File: src/rtl/ms_dbg_mem_arb.sv
// ms_dbg_mem_arb - grant-based arbiter for the single debug memory port.
//
// Masters: debug unit U (reads and writes) and loader L (writes only).
// The owner's request/address/data are muxed onto the memory port. Every
// read issued is tracked in a CMemLat-deep {valid, tag} pipeline, so each
// read-data-valid strobe is routed back to the master that issued it.
// Ownership changes only pass through DRAIN, which waits for that pipeline
// to empty. A hold counter bounds how long an owner may keep the port
// while the other master is waiting.
//
// Optional build macro: MS_DBG_MEM_ARB_CONFLICT_CNT_EN
//   When defined, it adds AConflictClr (in) and AConflictCnt[15:0] (out).
//   AConflictCnt is a saturating count of enabled cycles in which the
//   non-owner was requesting. AConflictClr clears it and wins over the
//   increment.

module ms_dbg_mem_arb #(
  parameter int CMemLat  = 2,
  parameter int CMaxHold = 64,
  parameter bit CPrioL   = 1'b0
) (
  input  logic        AClkH,
  input  logic        AResetHN,
  input  logic        AClkHEn,
  input  logic        AReqU,
  input  logic [28:0] AAddrU,
  input  logic [63:0] AMosiU,
  input  logic [1:0]  AWrRdEnU,
  output logic        AGntU,
  output logic        ARdVldU,
  input  logic        AReqL,
  input  logic [28:0] AAddrL,
  input  logic [63:0] AMosiL,
  input  logic        AWrEnL,
  output logic        AGntL,
  output logic        ARdVldL,
  output logic        AMemAccess,
  output logic [28:0] AMemAddr,
  output logic [63:0] AMemMosi,
  output logic [1:0]  AMemWrRdEn,
`ifdef MS_DBG_MEM_ARB_CONFLICT_CNT_EN
  input  logic        AConflictClr,
  output logic [15:0] AConflictCnt,
`endif
  output logic        ABusy
);

  localparam logic [1:0] ST_IDLE  = 2'd0;
  localparam logic [1:0] ST_OWN_U = 2'd1;
  localparam logic [1:0] ST_OWN_L = 2'd2;
  localparam logic [1:0] ST_DRAIN = 2'd3;

  // The owner is preempted in the cycle where the hold count reaches this value.
  localparam logic [7:0] HOLD_LAST = 8'(CMaxHold - 1);
  localparam logic [7:0] HOLD_SAT  = 8'hFF;

  // Arbiter state
  logic [1:0]         state_q, state_d;
  logic               gnt_u_q, gnt_u_d;
  logic               gnt_l_q, gnt_l_d;
  logic               busy_q, busy_d;
  logic               prev_l_q, prev_l_d;   // 1: L was the last owner before DRAIN
  logic [7:0]         hold_q, hold_d;

  // Read-tracking pipeline; tag 1 marks a read issued by L
  logic [CMemLat-1:0] rd_vld_q, rd_vld_d;
  logic [CMemLat-1:0] rd_tag_q, rd_tag_d;

  // Muxed memory port
  logic               mem_access_s;
  logic [28:0]        mem_addr_s;
  logic [63:0]        mem_mosi_s;
  logic [1:0]         mem_wr_rd_en_s;
  logic               rd_push_s;
  logic               rd_empty_s;

  // Present the owner's access on the memory port; force all fields to zero when nobody is accessing.
  always_comb begin
    mem_access_s   = 1'b0;
    mem_addr_s     = 29'h0;
    mem_mosi_s     = 64'h0;
    mem_wr_rd_en_s = 2'b00;
    if (gnt_u_q && AReqU) begin
      mem_access_s   = 1'b1;
      mem_addr_s     = AAddrU;
      mem_mosi_s     = AMosiU;
      mem_wr_rd_en_s = AWrRdEnU;
    end else if (gnt_l_q && AReqL) begin
      mem_access_s   = 1'b1;
      mem_addr_s     = AAddrL;
      mem_mosi_s     = AMosiL;
      mem_wr_rd_en_s = {AWrEnL, 1'b0};
    end else begin
      mem_access_s   = 1'b0;
      mem_addr_s     = 29'h0;
      mem_mosi_s     = 64'h0;
      mem_wr_rd_en_s = 2'b00;
    end
  end

  // Only a pure read (2'b01) is tracked. A combined 2'b11 strobe counts as a write.
  assign rd_push_s  = mem_access_s & (mem_wr_rd_en_s == 2'b01);
  assign rd_empty_s = ~(|rd_vld_q);

  // Shift the read-tracking pipeline once per enabled cycle, pushing the current read.
  always_comb begin
    rd_vld_d = rd_vld_q;
    rd_tag_d = rd_tag_q;
    if (AClkHEn) begin
      for (int i = CMemLat - 1; i > 0; i--) begin
        rd_vld_d[i] = rd_vld_q[i-1];
        rd_tag_d[i] = rd_tag_q[i-1];
      end
      rd_vld_d[0] = rd_push_s;
      rd_tag_d[0] = rd_push_s & gnt_l_q;
    end else begin
      rd_vld_d = rd_vld_q;
      rd_tag_d = rd_tag_q;
    end
  end

  // Ownership FSM: IDLE picks an owner, OWN_x counts contention, DRAIN waits for reads to land.
  always_comb begin
    state_d  = state_q;
    hold_d   = hold_q;
    prev_l_d = prev_l_q;
    if (AClkHEn) begin
      case (state_q)
        ST_IDLE: begin
          hold_d = 8'd0;
          if (AReqU && AReqL) begin
            if (CPrioL) begin
              state_d = ST_OWN_L;
            end else begin
              state_d = ST_OWN_U;
            end
          end else if (AReqU) begin
            state_d = ST_OWN_U;
          end else if (AReqL) begin
            state_d = ST_OWN_L;
          end else begin
            state_d = ST_IDLE;
          end
        end
        ST_OWN_U: begin
          if (!AReqU || ((hold_q == HOLD_LAST) && AReqL)) begin
            state_d  = ST_DRAIN;
            prev_l_d = 1'b0;
          end else if (AReqL && (hold_q != HOLD_SAT)) begin
            hold_d = hold_q + 8'd1;
          end else begin
            hold_d = hold_q;
          end
        end
        ST_OWN_L: begin
          if (!AReqL || ((hold_q == HOLD_LAST) && AReqU)) begin
            state_d  = ST_DRAIN;
            prev_l_d = 1'b1;
          end else if (AReqU && (hold_q != HOLD_SAT)) begin
            hold_d = hold_q + 8'd1;
          end else begin
            hold_d = hold_q;
          end
        end
        ST_DRAIN: begin
          hold_d = 8'd0;
          if (!rd_empty_s) begin
            state_d = ST_DRAIN;
          end else if (prev_l_q) begin
            // The master that did not own the port last gets the first chance.
            if (AReqU) begin
              state_d = ST_OWN_U;
            end else if (AReqL) begin
              state_d = ST_OWN_L;
            end else begin
              state_d = ST_IDLE;
            end
          end else begin
            if (AReqL) begin
              state_d = ST_OWN_L;
            end else if (AReqU) begin
              state_d = ST_OWN_U;
            end else begin
              state_d = ST_IDLE;
            end
          end
        end
        default: begin
          state_d = ST_IDLE;
          hold_d  = 8'd0;
        end
      endcase
    end else begin
      state_d  = state_q;
      hold_d   = hold_q;
      prev_l_d = prev_l_q;
    end
  end

  // Registered grants and busy flag follow the next state, so a grant drops on the same edge that leaves OWN_x.
  always_comb begin
    gnt_u_d = (state_d == ST_OWN_U);
    gnt_l_d = (state_d == ST_OWN_L);
    busy_d  = (state_d != ST_IDLE);
  end

  // State, grant and read-pipeline registers; reset clears everything, including reads still in flight.
  always_ff @(posedge AClkH or negedge AResetHN) begin
    if (!AResetHN) begin
      state_q  <= ST_IDLE;
      gnt_u_q  <= 1'b0;
      gnt_l_q  <= 1'b0;
      busy_q   <= 1'b0;
      prev_l_q <= 1'b0;
      hold_q   <= 8'd0;
      rd_vld_q <= '0;
      rd_tag_q <= '0;
    end else begin
      state_q  <= state_d;
      gnt_u_q  <= gnt_u_d;
      gnt_l_q  <= gnt_l_d;
      busy_q   <= busy_d;
      prev_l_q <= prev_l_d;
      hold_q   <= hold_d;
      rd_vld_q <= rd_vld_d;
      rd_tag_q <= rd_tag_d;
    end
  end

`ifdef MS_DBG_MEM_ARB_CONFLICT_CNT_EN
  logic        conflict_s;
  logic [15:0] conflict_cnt_q, conflict_cnt_d;

  assign conflict_s = (gnt_u_q & AReqL) | (gnt_l_q & AReqU);

  // Saturating count of enabled cycles in which the non-owner was waiting. Clear wins over the increment.
  always_comb begin
    conflict_cnt_d = conflict_cnt_q;
    if (AClkHEn) begin
      if (AConflictClr) begin
        conflict_cnt_d = 16'd0;
      end else if (conflict_s && (conflict_cnt_q != 16'hFFFF)) begin
        conflict_cnt_d = conflict_cnt_q + 16'd1;
      end else begin
        conflict_cnt_d = conflict_cnt_q;
      end
    end else begin
      conflict_cnt_d = conflict_cnt_q;
    end
  end

  // Conflict counter register.
  always_ff @(posedge AClkH or negedge AResetHN) begin
    if (!AResetHN) begin
      conflict_cnt_q <= 16'd0;
    end else begin
      conflict_cnt_q <= conflict_cnt_d;
    end
  end

  assign AConflictCnt = conflict_cnt_q;
`endif

  assign AGntU      = gnt_u_q;
  assign AGntL      = gnt_l_q;
  assign ABusy      = busy_q;
  assign ARdVldU    = AClkHEn & rd_vld_q[CMemLat-1] & ~rd_tag_q[CMemLat-1];
  assign ARdVldL    = 1'b0;
  assign AMemAccess = mem_access_s;
  assign AMemAddr   = mem_addr_s;
  assign AMemMosi   = mem_mosi_s;
  assign AMemWrRdEn = mem_wr_rd_en_s;

endmodule

File: config.mk
export PLATFORM = sky130hd
export DESIGN_NAME = ms_dbg_mem_arb
export DESIGN_NICKNAME = d
export VERILOG_FILES = /design/src/rtl/ms_dbg_mem_arb.sv
export SDC_FILE = /design/constraint.sdc
export NUM_CORES = 1
export LEC_CHECK = 0
export CORE_AREA = 5 5 112 114
export DETAILED_ROUTE_END_ITERATION = 12
export DIE_AREA = 0 0 117 119
export HOLD_SLACK_MARGIN = 0.02
export SYNTH_ARGS = -nofsm -noshare
export SYNTH_HDL_FRONTEND = slang
export SYNTH_SLANG_ARGS = --single-unit
File: constraint.sdc
create_clock -name AClkH -period 3 [get_ports AClkH]
set_clock_uncertainty 0.2 [all_clocks]
set_input_delay 0.6 -clock AClkH [delete_from_list [all_inputs] [get_ports AClkH]]
set_output_delay 0.6 -clock AClkH [all_outputs]
set_load 0.005 [all_outputs]
==> impl_summary.log <==
[metrics] outcome: finished clean
[metrics] share of synthesized area occupied by flip-flops and latches: 22.0%
[metrics] number of antenna violations at the first check in global routing: 7
[metrics] r2r endpoint: hold_q[5]
[metrics] Clock Sinks: 18
[metrics] total setup violations reported at the end of the flow: 0
[metrics] TritonCTS clock tree: done
[metrics] worst hold path stage count: 1
[metrics] Avg WL per Cell: roughly 23 um
[metrics] static leakage power: between 2 and 3 nW
[metrics] post-route DRC violation count: 0
[metrics] overall die height: roughly 120 um
[metrics] drt first pass iters: 4
[metrics] met1 track demand over resource in global routing: around 24%
[metrics] placer congestion estimate: 0.878
[metrics] minimum setup slack among reg-to-reg paths: about 0.68 ns
[metrics] clock latency at the later pin of the worst-skew pair: 0.24 ns
[metrics] drt total wl: about 16 mm
[metrics] total global-route track usage: around a fifth
[metrics] initial core utilization: 18.1%
[metrics] post-synthesis cell type count: 41
[metrics] overall die area: 13900 um2
[metrics] Seq cells post-synth: 18
[metrics] Tmin final: ~3 ns
[metrics] hold violation count in the final report: 0
[metrics] # Max-Cap Violations: 0
[metrics] share of synthesized registers carrying an async set or reset: 100%
[metrics] commonest non-fill, non-tap cells in the layout: clkdlybuf4s50_1, a22o_1, dlygate4sd2_1
[metrics] worst ir drop on vdd: ~0.33 mV
[metrics] number of synthesized flops with an enable pin: 0
[metrics] global route hottest layer: met2
[metrics] relative slew slack: between 40 and 50%
[metrics] Most used DFF post-synth: dfrtp_1
[metrics] Final ANT Viol Nets: 0
[metrics] number of non-filler instances in the completed layout: 693
[metrics] kind of capture point of the worst setup path: primary output
[metrics] wire length of the first global-routing pass: between 20 and 25 mm
[metrics] number of placement rows: 39
[metrics] number of nets in the layout: between 700 and 800
[metrics] highest achievable clock rate: 0.339 GHz
[metrics] CP Data Arrival Time: around 2.2 ns
[metrics] clock buffer count from CTS: 3
[metrics] synthesized area per cell: ~8.6 um2
[metrics] via count of the routed design: 3277
[metrics] worst r2r path cells: 7
[metrics] pwr dens: about 500 nW/um2
[metrics] vias in the first global route: 3132
[metrics] Crit path required time: ~2.2 ns
[metrics] final cycle utilization of the critical path: a little over nine tenths
[metrics] post-synthesis instance area: 2050 um2
[metrics] critical register-to-register path startpoint: state_q[0]
[metrics] maximum number of pins on one net before global-route repair: 35
[metrics] Post-Syn Nets: ~440
[metrics] fraction of layout cells with a size suffix above 1: between 10% and 20%
[metrics] violation count after the first detailed-route iteration: around 150
[metrics] met3 GRT Util: 5.68%
[metrics] aggregate global routing overflow: 0
[metrics] placed inst area: approximately 5300 um2
[metrics] unrepaired setup endpoints after global routing: false
[metrics] most common cell after layout, fill and taps aside: clkdlybuf4s50_1
[metrics] hold endpoint: rd_tag_q[1]
[metrics] count of input and output buffers: 293
[metrics] root cell of the clock tree: clkbuf_16
[metrics] count of yosys warnings during synthesis: 0
[metrics] Critical Path Source: AReqL
[metrics] Post-DP HPWL: 13.4 mm
[metrics] Floorplan Core Area: around 11000 um2
[metrics] transition time of the tightest slew-check pin: between 0.8 and 0.9 ns
[metrics] maximum fanout encountered on the critical timing path: 17
[metrics] startpoint of the tightest hold check path: rd_tag_q[1]
[metrics] Boundary Pins: a little under 300
[metrics] buffers from clock root to sink, at most: 2
[metrics] fill count: about 1100
[metrics] worst hold-check path type: flop to flop
[metrics] clock input transition at the sequential cells of the worst setup and hold paths: around 0.050 ns
[metrics] width of the die: roughly 120 um
[metrics] level count of the clock H-tree: 1
[metrics] number of cells after detailed placement: 670
[metrics] class of the most critical setup path: input port to primary output
[metrics] met2 Usage GRT: between 30% and 40%
[metrics] Synth Instances: approximately 240
[metrics] Max Slew Vio Count: 0
[metrics] # hold bufs at CTS: 0
[metrics] total non-filler cell area in the finished layout: approximately 5500 um2
[metrics] CP startpoint kind: input port
[metrics] Via-to-Cell Ratio: about 4.7
[metrics] area added between synthesis and finish: 170%
[per-layer routing]
metal	routed length [um]	share of wire (%)
met5	48	0.30
met4	293	1.9
met3	1520	9.6
met2	7690	49
met1	6240	40
[flip-flops by register name (all words and copies together) (netlist names)]
signal and cells:
state_q 2, hold_q 8, AGntL 1, rd_vld_q 2, AGntU 1, ABusy 1, prev_l_q 1, rd_tag_q 2
[worst max-delay path, cell delays in order]
cell and delay, ns:
clkdlybuf4s50_1 0.49, nand2_2 0.08, nor2_4 0.12, buf_12 0.14, buf_4 0.15, clkbuf_16 0.18, a22o_1 0.13, dlygate4sd2_1 0.24
[metrics by stage]
| step | util [%] | total power, W | hold WS, ns | setup WS, ns | TNS (ns) |
|---|---|---|---|---|---|
| after floorplan | - | 0.00123 | 0.104 | 0.630 | 0 |
| after global placement | 46.5 | 0.00250 | 0.294 | -0.219 | -6.82 |
| after detailed placement | 46.5 | 0.00252 | 0.307 | -0.223 | -6.94 |
| after CTS | 46.6 | 0.00260 | 0.319 | -0.108 | -1.06 |
| after global routing | 48.9 | 0.00292 | 0.338 | 0.00754 | 0 |
| final | 48.9 | 0.00274 | 0.320 | 0.0477 | 0 |
[worst max-delay path by stage]
stage	end	slack, ns	cells past startpoint
2_1_floorplan	AMemAddr[0]	0.63	6
3_3_place_gp	AMemMosi[57]	-0.22	7
3_5_place_dp	AMemMosi[57]	-0.22	7
4_1_cts	AMemAddr[3]	-0.11	7
5_1_grt	AMemMosi[2]	0.008	8
6_report	AMemMosi[2]	0.05	8
[logic make-up after synthesis]
group,Yosys count,share of synthesized area (%)
compound gates,124,50.0
simple gates,51,13.1
buf+inv,34,8.74
flops,18,22.0
fa+ha+maj,5,3.05
mux,4,2.14
xor+xnor,2,0.855
other cells,1,0.183
[where the power goes]
group | internal [W] | total, W | switching [W]
registers | 0.000310 | 0.000393 | 0.0000831
logic | 0.00122 | 0.00209 | 0.000869
clock network | 0.000175 | 0.000258 | 0.0000832
[cells in the mapped netlist, types with 5 or more instances]
library cell | n | area (um2)
buf_4 | 8 | 60.1
ha_1 | 5 | 62.6
buf_2 | 11 | 55.1
nand3_1 | 7 | 35.0
inv_1 | 8 | 30.0
dfrtp_1 | 18 | 450
o21ai_0 | 9 | 45.0
nor2_1 | 12 | 45.0
a21oi_1 | 7 | 35.0
clkbuf_1 | 5 | 18.8
a22o_1 | 94 | 823
nand2_1 | 14 | 52.6
[timing repair]
action / 4_1_cts / 5_1_grt
resized for setup: 87 / 21
buffers inserted: 1 / 11
endpoints found under the setup margin: 94 / 11
pin swaps: 11 / 2
gates cloned: 0 / 5
[cell type report]
cell class | count | area, um2 | area share (%)
timing repair buffer | 330 | 3350 | 60.5
multi-input combinational | 187 | 1440 | 26.0
sequential | 18 | 450 | 8.14
tap | 143 | 179 | 3.23
clock buffer | 3 | 75.1 | 1.36
inverter | 9 | 33.8 | 0.610
antenna | 3 | 7.51 | 0.136
Power figures use the tool's default switching activity.
